[src/rtl/demux_pkg.sv]
// Shared constants and helpers for the demux_param receive-path demultiplexer.
package demux_pkg;

    localparam logic MODO_RR  = 1'b0;
    localparam logic MODO_DIR = 1'b1;

    // Widest lane count the onehot() helper can encode.
    localparam int unsigned MAX_CH = 32;

    // One-hot lane mask for sel; all zeros when sel is not a legal lane.
    function automatic logic [MAX_CH-1:0] onehot(input int unsigned sel,
                                                 input int unsigned num_ch);
        logic [MAX_CH-1:0] mask;
        mask = '0;
        if (sel < num_ch && sel < MAX_CH) begin
            mask = {{(MAX_CH-1){1'b0}}, 1'b1} << sel;
        end
        return mask;
    endfunction

endpackage

[src/rtl/demux_lane_reg.sv]
// Single output-lane holding register: loads on enable, synchronous active-high clear.
module demux_lane_reg #(
    parameter int unsigned BUS_W = 8
) (
    input  logic             clk_i,
    input  logic             rst_i,
    input  logic             load_i,
    input  logic [BUS_W-1:0] d_i,
    output logic [BUS_W-1:0] q_o
);

    logic [BUS_W-1:0] lane_q;

    always_ff @(posedge clk_i) begin
        if (rst_i) begin
            lane_q <= '0;
        end else if (load_i) begin
            lane_q <= d_i;
        end
    end

    assign q_o = lane_q;

endmodule

[src/rtl/demux_param.sv]
// 1-to-NUM_CH demultiplexer: round-robin group assembly or sel-steered routing, registered outputs.
// Define DEMUX_PARTIAL_FLUSH_EN to flush partial round-robin groups on mode switch or 2 idle cycles.
module demux_param
    import demux_pkg::*;
#(
    parameter int unsigned BUS_W  = 8,
    parameter int unsigned NUM_CH = 4,  // 2 .. MAX_CH
    localparam int unsigned SEL_W = $clog2(NUM_CH)
) (
    input  logic                    clk_4f,
    input  logic                    reset,
    input  logic                    valid_entrada,
    input  logic [BUS_W-1:0]        entrada,
    input  logic                    modo,
    input  logic [SEL_W-1:0]        sel,
    output logic [NUM_CH*BUS_W-1:0] salida,
    output logic [NUM_CH-1:0]       valid_salida,
    output logic                    err_sel
);

    localparam logic [SEL_W-1:0] PTR_LAST = SEL_W'(NUM_CH - 1);

    logic [SEL_W-1:0]  ptr_q, ptr_d;
    logic [SEL_W-1:0]  ptr_eff;
    logic              modo_q;
    logic [BUS_W-1:0]  grp_q  [NUM_CH];
    logic [BUS_W-1:0]  grp_d  [NUM_CH];
    logic [BUS_W-1:0]  lane_d [NUM_CH];
    logic [NUM_CH-1:0] lane_load;
    logic [NUM_CH-1:0] valid_q, valid_d;
    logic              err_q, err_d;
    logic              mode_switch;
    logic              flush;
    logic [NUM_CH-1:0] sel_oh;

    assign mode_switch = (modo != modo_q);
    // A word arriving on a switch cycle starts from lane 0 under the new mode.
    assign ptr_eff     = mode_switch ? '0 : ptr_q;
    assign sel_oh      = NUM_CH'(onehot(32'(sel), NUM_CH));

`ifdef DEMUX_PARTIAL_FLUSH_EN
    logic idle_q;

    always_ff @(posedge clk_4f) begin
        if (reset) begin
            idle_q <= 1'b0;
        end else begin
            idle_q <= ~valid_entrada;
        end
    end

    assign flush = (modo_q == MODO_RR) && (ptr_q != '0) &&
                   (mode_switch || (idle_q && !valid_entrada));
`else
    assign flush = 1'b0;
`endif

    always_comb begin
        ptr_d     = ptr_q;
        grp_d     = grp_q;
        lane_load = '0;
        valid_d   = '0;
        err_d     = 1'b0;
        for (int unsigned k = 0; k < NUM_CH; k++) begin
            lane_d[k] = grp_q[k];
        end

        if (flush) begin
            for (int unsigned k = 0; k < NUM_CH; k++) begin
                if (k < 32'(ptr_q)) begin
                    lane_load[k] = 1'b1;
                    valid_d[k]   = 1'b1;
                end
            end
        end

        if (mode_switch || flush) begin
            ptr_d = '0;
        end

        if (valid_entrada) begin
            if (modo == MODO_RR) begin
                for (int unsigned k = 0; k < NUM_CH; k++) begin
                    if (k == 32'(ptr_eff)) begin
                        grp_d[k] = entrada;
                    end
                end
                if (ptr_eff == PTR_LAST) begin
                    lane_load = '1;
                    valid_d   = '1;
                    for (int unsigned k = 0; k < NUM_CH; k++) begin
                        lane_d[k] = grp_d[k];
                    end
                    ptr_d = '0;
                end else begin
                    ptr_d = ptr_eff + SEL_W'(1);
                end
            end else if (sel_oh != '0) begin
                // Steered word wins its lane even if a switch flush lands on the same cycle.
                for (int unsigned k = 0; k < NUM_CH; k++) begin
                    if (sel_oh[k]) begin
                        lane_load[k] = 1'b1;
                        lane_d[k]    = entrada;
                    end
                end
                valid_d = valid_d | sel_oh;
            end else begin
                err_d = 1'b1;
            end
        end
    end

    always_ff @(posedge clk_4f) begin
        if (reset) begin
            ptr_q   <= '0;
            modo_q  <= MODO_RR;
            grp_q   <= '{default: '0};
            valid_q <= '0;
            err_q   <= 1'b0;
        end else begin
            ptr_q   <= ptr_d;
            modo_q  <= modo;
            grp_q   <= grp_d;
            valid_q <= valid_d;
            err_q   <= err_d;
        end
    end

    for (genvar k = 0; k < NUM_CH; k++) begin : g_lane
        demux_lane_reg #(
            .BUS_W(BUS_W)
        ) u_lane (
            .clk_i (clk_4f),
            .rst_i (reset),
            .load_i(lane_load[k]),
            .d_i   (lane_d[k]),
            .q_o   (salida[k*BUS_W +: BUS_W])
        );
    end

    assign valid_salida = valid_q;
    assign err_sel      = err_q;

endmodule

[config.mk]
export PLATFORM = sky130hd
export DESIGN_NAME = demux_param
export DESIGN_NICKNAME = d
export VERILOG_FILES = /design/src/rtl/demux_pkg.sv /design/src/rtl/demux_lane_reg.sv /design/src/rtl/demux_param.sv
export SDC_FILE = /design/constraint.sdc
export NUM_CORES = 1
export LEC_CHECK = 0
export BUFFER_PORTS_ARGS = -buffer_cell sky130_fd_sc_hd__buf_2
export CORE_ASPECT_RATIO = 1.25
export CORE_UTILIZATION = 25
export CTS_CLUSTER_DIAMETER = 120
export DETAILED_ROUTE_END_ITERATION = 8
export PLACE_DENSITY = 0.44
export SKIP_CTS_REPAIR_TIMING = 1
export SYNTH_ARGS = -nofsm -noshare
export SYNTH_HDL_FRONTEND = slang
export SYNTH_SLANG_ARGS = --single-unit
[constraint.sdc]
create_clock -name clk_4f -period 1.8 [get_ports clk_4f]
set_input_delay 0.09 -clock clk_4f [delete_from_list [all_inputs] [get_ports clk_4f]]
set_output_delay 0.09 -clock clk_4f [all_outputs]
set_load 0.01 [all_outputs]
# ---- Word level (Yosys, flattened, before mapping)
# Index checks and enable logic that the tools add are counted.
dict set report totals {
  output_inout_bits 37
  mem_bits_ro 0
  memories 0
  inputBits 14
  latchBits 0
  elab_cells 53
  reg_bits 72
  mem_bits_rw 0
}
dict set report op_classes {
  mul 0
  n_mux 27
  n_shift 1
  bitwise 2
  magnitude_cmp 0
  addsub 1
  reduce_logical 5
  div_mod_pow 0
  eq_ne 5
}
# operator n
set ops {}
lappend ops {{32-bit two-way mux} 4}
lappend ops {{8-bit two-way mux} 8}
lappend ops {{4-bit two-way mux} 6}
lappend ops {{2-bit two-way mux} 4}
lappend ops {{1-bit two-way mux} 5}
lappend ops {{2-bit equality test, first input constant} 2}
lappend ops {{4-bit nonzero test} 1}
lappend ops {{1-bit by 2-bit left shift with 4-bit output, first input constant} 1}
lappend ops {{3-bit OR reduction} 1}
lappend ops {{2-bit by 1-bit adder with 2-bit output, second input constant} 1}
lappend ops {{1-bit by 2-bit equality test with 1-bit output, first input constant} 1}
lappend ops {{2-bit equality test, second input constant} 1}
lappend ops {{2-bit logical NOT} 1}
lappend ops {{1-bit inverter} 2}
lappend ops {{2-bit AND reduction} 1}
lappend ops {{2-bit OR reduction} 1}
lappend ops {{1-bit inequality test} 1}

# ---- Longest topological paths before layout
dict set report depth {
  ltp_word 7
  ltp_mapped 10
  mapped_depth_nobuf 7
}

# ---- Hierarchy
# From an unflattened synthesis, not the netlist that was laid out.
dict set report hier_totals {
  cells_unflattened 334
  hier_area_um2 3255.6
}
# module cells_each area_per_inst_um2 n_inst seq_area_each_um2
set modules_own_cells {}
lappend modules_own_cells {demux_param 230 2114.5 1 800.8}
lappend modules_own_cells {demux_lane_reg 26 285.3 4 160.2}

# ---- Worst setup path before layout
# Ideal clock, no wire load.
dict set report synth_timing {
  path_kind {reg2reg}
  startpoint {register modo_q}
  endpoint {register g_lane[0].u_lane.lane_q[7]}
  synth_period_minus_slack_ns 1.853
  path_stages_with_launch 9
  slack_ns -0.053
  t_arrival_ns 1.738
  t_required_ns 1.686
  setup_time_ns 0.114
  n_path_buf 1
  path_cell_list {dfxtp_1 > xnor2_1 > nand2_1 > inv_1 > ha_1 > clkbuf_1 > nand2_1 > mux2i_1 > a2111oi_0}
}
dict set report synth_via {
  elab_chain_cells 7
  elab_cells_between_ends 11
  classes_between {2 x eq/ne; 8 x mux; 1 x reduce/logical}
}
# element line
set synth_lines {}
lappend synth_lines {{start: declaration} demux_param.sv:25} ;# logic modo_q;
lappend synth_lines {{start signal: assignment} demux_param.sv:122} ;# modo_q <= modo;
lappend synth_lines {{1-bit inequality test (*)} demux_param.sv:36} ;# assign mode_switch = (modo != modo_q);
lappend synth_lines {{2-bit two-way mux (*)} demux_param.sv:38} ;# assign ptr_eff = mode_switch ? '0 : ptr_q;
lappend synth_lines {{2-bit logical NOT} demux_param.sv:84} ;# if (k == 32'(ptr_eff)) begin
lappend synth_lines {{8-bit two-way mux} demux_param.sv:84}
lappend synth_lines {{32-bit two-way mux} demux_param.sv:88} ;# if (ptr_eff == PTR_LAST) begin
lappend synth_lines {{32-bit two-way mux} demux_param.sv:82} ;# if (modo == MODO_RR) begin
lappend synth_lines {{32-bit two-way mux} demux_param.sv:81} ;# if (valid_entrada) begin
lappend synth_lines {{end signal: assignment} demux_lane_reg.sv:18} ;# lane_q <= d_i;
lappend synth_lines {{end: declaration} demux_lane_reg.sv:12} ;# logic [BUS_W-1:0] lane_q;
# Mark *: on every way between the ends. The rest lies on a longest branch, timed or not.
# A chain may end at the register's enable or synchronous reset.

# ---- Final worst setup path
dict set report layout_timing {
  startpoint {register modo_q}
  endpoint {register g_lane[3].u_lane.lane_q[7]}
}
dict set report layout_via {
  elab_chain_cells 7
  elab_cells_between_ends 11
  classes_between {3 x eq/ne; 8 x mux}
}
# element line
set layout_lines {}
lappend layout_lines {{1-bit inequality test (*)} demux_param.sv:36}
lappend layout_lines {{2-bit two-way mux (*)} demux_param.sv:38}
lappend layout_lines {{2-bit equality test} {demux_param.sv:84, demux_param.sv:88}}
lappend layout_lines {{8-bit two-way mux} demux_param.sv:84}
lappend layout_lines {{32-bit two-way mux} demux_param.sv:88}
lappend layout_lines {{32-bit two-way mux} demux_param.sv:82}
lappend layout_lines {{32-bit two-way mux} demux_param.sv:81}
lappend layout_lines {{end signal: assignment} demux_lane_reg.sv:18}
lappend layout_lines {{end: declaration} demux_lane_reg.sv:12}
# Marks and branches as above.

==> impl_metrics.csv <==
group,metric,value,unit
yosys,yosys-top-cells-count,"65 x dfxtp_1, 33 x nor2_1, 26 x mux2i_1, 26 x nor3_1, 24 x clkbuf_1",
global_routing,grt_overflow,0,
setup_path,critPathKind,"reg2reg",
setup_path,path_buf_inv,3,
timing,setup_viol,0,
timing,hold_viol_final,0,
route,drc,0,
route,drtIter0Drc,106,
clock_tree,cts_buffer_depth,2,
setup_path,path_delay_family,"compound AO/OA/AOI/OAI gates",
timing,fmax,0.569,GHz
finish,area_delta_synth_final,36.2,%
setup_path,slowest_stage,"dfxtp_2",
placement,finalWeightedCongestion,0.720,
placement,place_inst,512,
global_routing,grt_antenna_before_repair,0,
flow_run,cap_violations,0,
yosys,synth_top_area_frac,0.439,
yosys,seq_area_frac_synth,0.439,
clock_tree,cts.sinks,65,
clock_tree,cts_made_buffers,9,
route,first_pass_iters,4,
timing,rsz0062_at_grt,"true",
global_routing,grt_max_degree,39,
clock_tree,tritoncts,"done",
yosys,synth_nets,358,
finish,antenna_cells,0,
power,power.density,846,nW/um2
yosys,syn_avg_cell_area,8.75,um2
timing,fin_crit,1.76,ns
setup_path,cp-end-kind,"register",
setup_path,critPathLaunchType,"register",
floorplan,placementRows,44,
route,vias,2668,
floorplan,io-pin-count,51,
clock_tree,htree_levels,3,
floorplan,die-height,124,um
yosys,synthCells,339,
yosys,yosysMostFrequentCell,"dfxtp_1",
yosys,synth-seq-cells,65,
global_routing,grtUsageTotal,0.145,
clock_tree,cts_root_buf,"clkbuf_16",
yosys,ys_async_sr_fraction,0,
setup_path,crit_fanout,6,
global_routing,grt_pass1_vias,2547,
timing,clock_skew,0.00634,ns
yosys,ys.flop_type,"dfxtp_1",
route,ant_nets,0,
floorplan,die_x,99.4,um
finish,drive_gt1_frac,0.338,
clock_tree,path_clk_slew,0.05,ns
yosys,synth_mux_area_frac,0.0878,
route,vias_per_cell,5.02,
setup_path,arrival,2.01,ns
yosys,synth.distinct_cells,35,
yosys,synth_adder_area_share,0.0211,
timing,finalCritPeriodShare,0.977,
floorplan,start_util,0.256,
timing,relSlewSlack,0.608,
yosys,synth-simple-area-share,0.246,
finish,fin_nets,408,
yosys,synth_top_family_by_area,"simple AND/OR/NAND/NOR gates",
timing,slew_viol_final,0,
yosys,synth.cell_area,2970,um2
setup_path,cpPeakStageDelay,0.33,ns
yosys,synth-edff-count,0,
finish,layoutNonFillerInstCount,532,
setup_path,crit_path_cell_trace,"xnor2_2 > nand2_1 > inv_2 > buf_12 > ha_4 > buf_6 > nor2b_4 > o32a_1 > a211oi_2",
yosys,synth_top_cell_by_area,"dfxtp_1",
global_routing,grt_pass1_wl,13500,um
status,status,"complete, no violations",
floorplan,fp.dieArea,12300,um2
placement,hpwlAfterDp,5820,um
yosys,synth_warnings,0,
power,p_leak,1.78,nW
route,wire_per_inst,16.6,um
timing,worst_pin_slew,0.589,ns
power,ir_drop,0.000291,V
clock_tree,clk_latency,0.33,ns
worst_hold_path,hold_path_class,"in2reg",
yosys,synth-xor-area-share,0.00295,
yosys,synth-compound-area-share,0.139,
route,wirelength,8850,um
floorplan,core_area,11600,um2
power,total_power,3.42,mW
placement,numPortBuffers,50,
yosys,yosys-top-cells-area,"dfxtp_1 44%, mux2i_1 8.8%, nor3_1 4.4%",
setup_path,cp.required,2.05,ns
==> cell families (layout without fill, tap and decap cells) <==
kind of cell,count (synthesis),after routing
DFF,65,65
muxes,26,26
AOI/OAI and AO/OA,63,63
adders and majority gates,5,5
buffers and inverters,44,99
xor gates and xnor gates,1,1
other,1,1
and+or+nand+nor,134,134
==> power breakdown <==
part / switching (mW) / internal [mW] / total (mW)
Clock: 0.623 / 1.00 / 1.62
Sequential: 0.0227 / 1.48 / 1.50
Combinational: 0.175 / 0.117 / 0.291
==> cell usage in the layout (no fill, tap or decap), drive strengths merged, types with 2 or more instances in the layout <==
cell type and instances:
buf 79, dfxtp 65, nor2 33, mux2i 26
nor3 26, o21ai 22, nand3 20, a311oi 14
clkbuf 13, a21oi 11, nand3b 10, and3 10
a211oi 10, nor4 8, nor2b 7, ha 5
nand2 5, and3b 5, inv 4, clkinv 3
and4b 2, or2 2, a2111oi 2
==> metrics by stage <==
stage | util | cell area (um2) | hold slack, ns | setup TNS (ns) | worst slack, ns
2_1_floorplan | - | 2970 | 0.394 | 0 | 0.0102
3_3_place_gp | 0.299 | 3460 | 0.458 | -1.84 | -0.123
3_5_place_dp | 0.299 | 3460 | 0.460 | -3.21 | -0.177
4_1_cts | 0.323 | 3730 | 0.150 | -3.65 | -0.188
5_1_grt | 0.349 | 4040 | 0.172 | -0.978 | -0.0928
6_report | 0.349 | 4040 | 0.147 | 0 | 0.0422
==> area by class of cell <==
cell class / instances / area [um2]
Timing Repair Buffer: 79 / 568
Clock buffer: 13 / 260
Inverter: 4 / 15.0
Sequential cell: 65 / 1300
Multi-Input combinational cell: 230 / 1700
Clock inverter: 3 / 15.0
Fill cell: 1192 / 7520
Tap cell: 138 / 173
==> path summary, 6_finish.rpt <==
path / depth (start not counted) / to / slack [ns] / start
setup / recovery: 9 / g_lane[3].u_lane.q_o[7] / 0.04 / modo_q
hold / removal: 3 / g_lane[3].u_lane.q_o[2] / 0.15 / entrada[2]
setup reg to reg: 9 / g_lane[3].u_lane.q_o[7] / 0.04 / modo_q
hold reg to reg: 2 / g_lane[3].u_lane.q_o[3] / 0.46 / g_lane[3].u_lane.q_o[3]
==> tightest hold or removal path: cells and delay by family <==
family                 cells  cell delay, ns
buffers and inverters      1            0.18
AO/OA/AOI/OAI              2            0.16
==> flip-flops by register name, indices dropped and copies added, names as in the netlist <==
| name | count |
|---|---|
| ptr_q | 2 |
| err_sel | 1 |
| modo_q | 1 |
| valid_salida | 4 |
| g_lane.u_lane.q_o | 32 |
| grp_q | 25 |
==> routing by layer <==
layer	vias up	track usage	part of all wire
met1	1290	0.171	0.45
li1	1323	-	-
met5	-	0	0
met2	41	0.252	0.50
met4	0	0.0763	0.023
met3	14	0.0258	0.030
No activity file was read; power rests on OpenSTA's default activity.
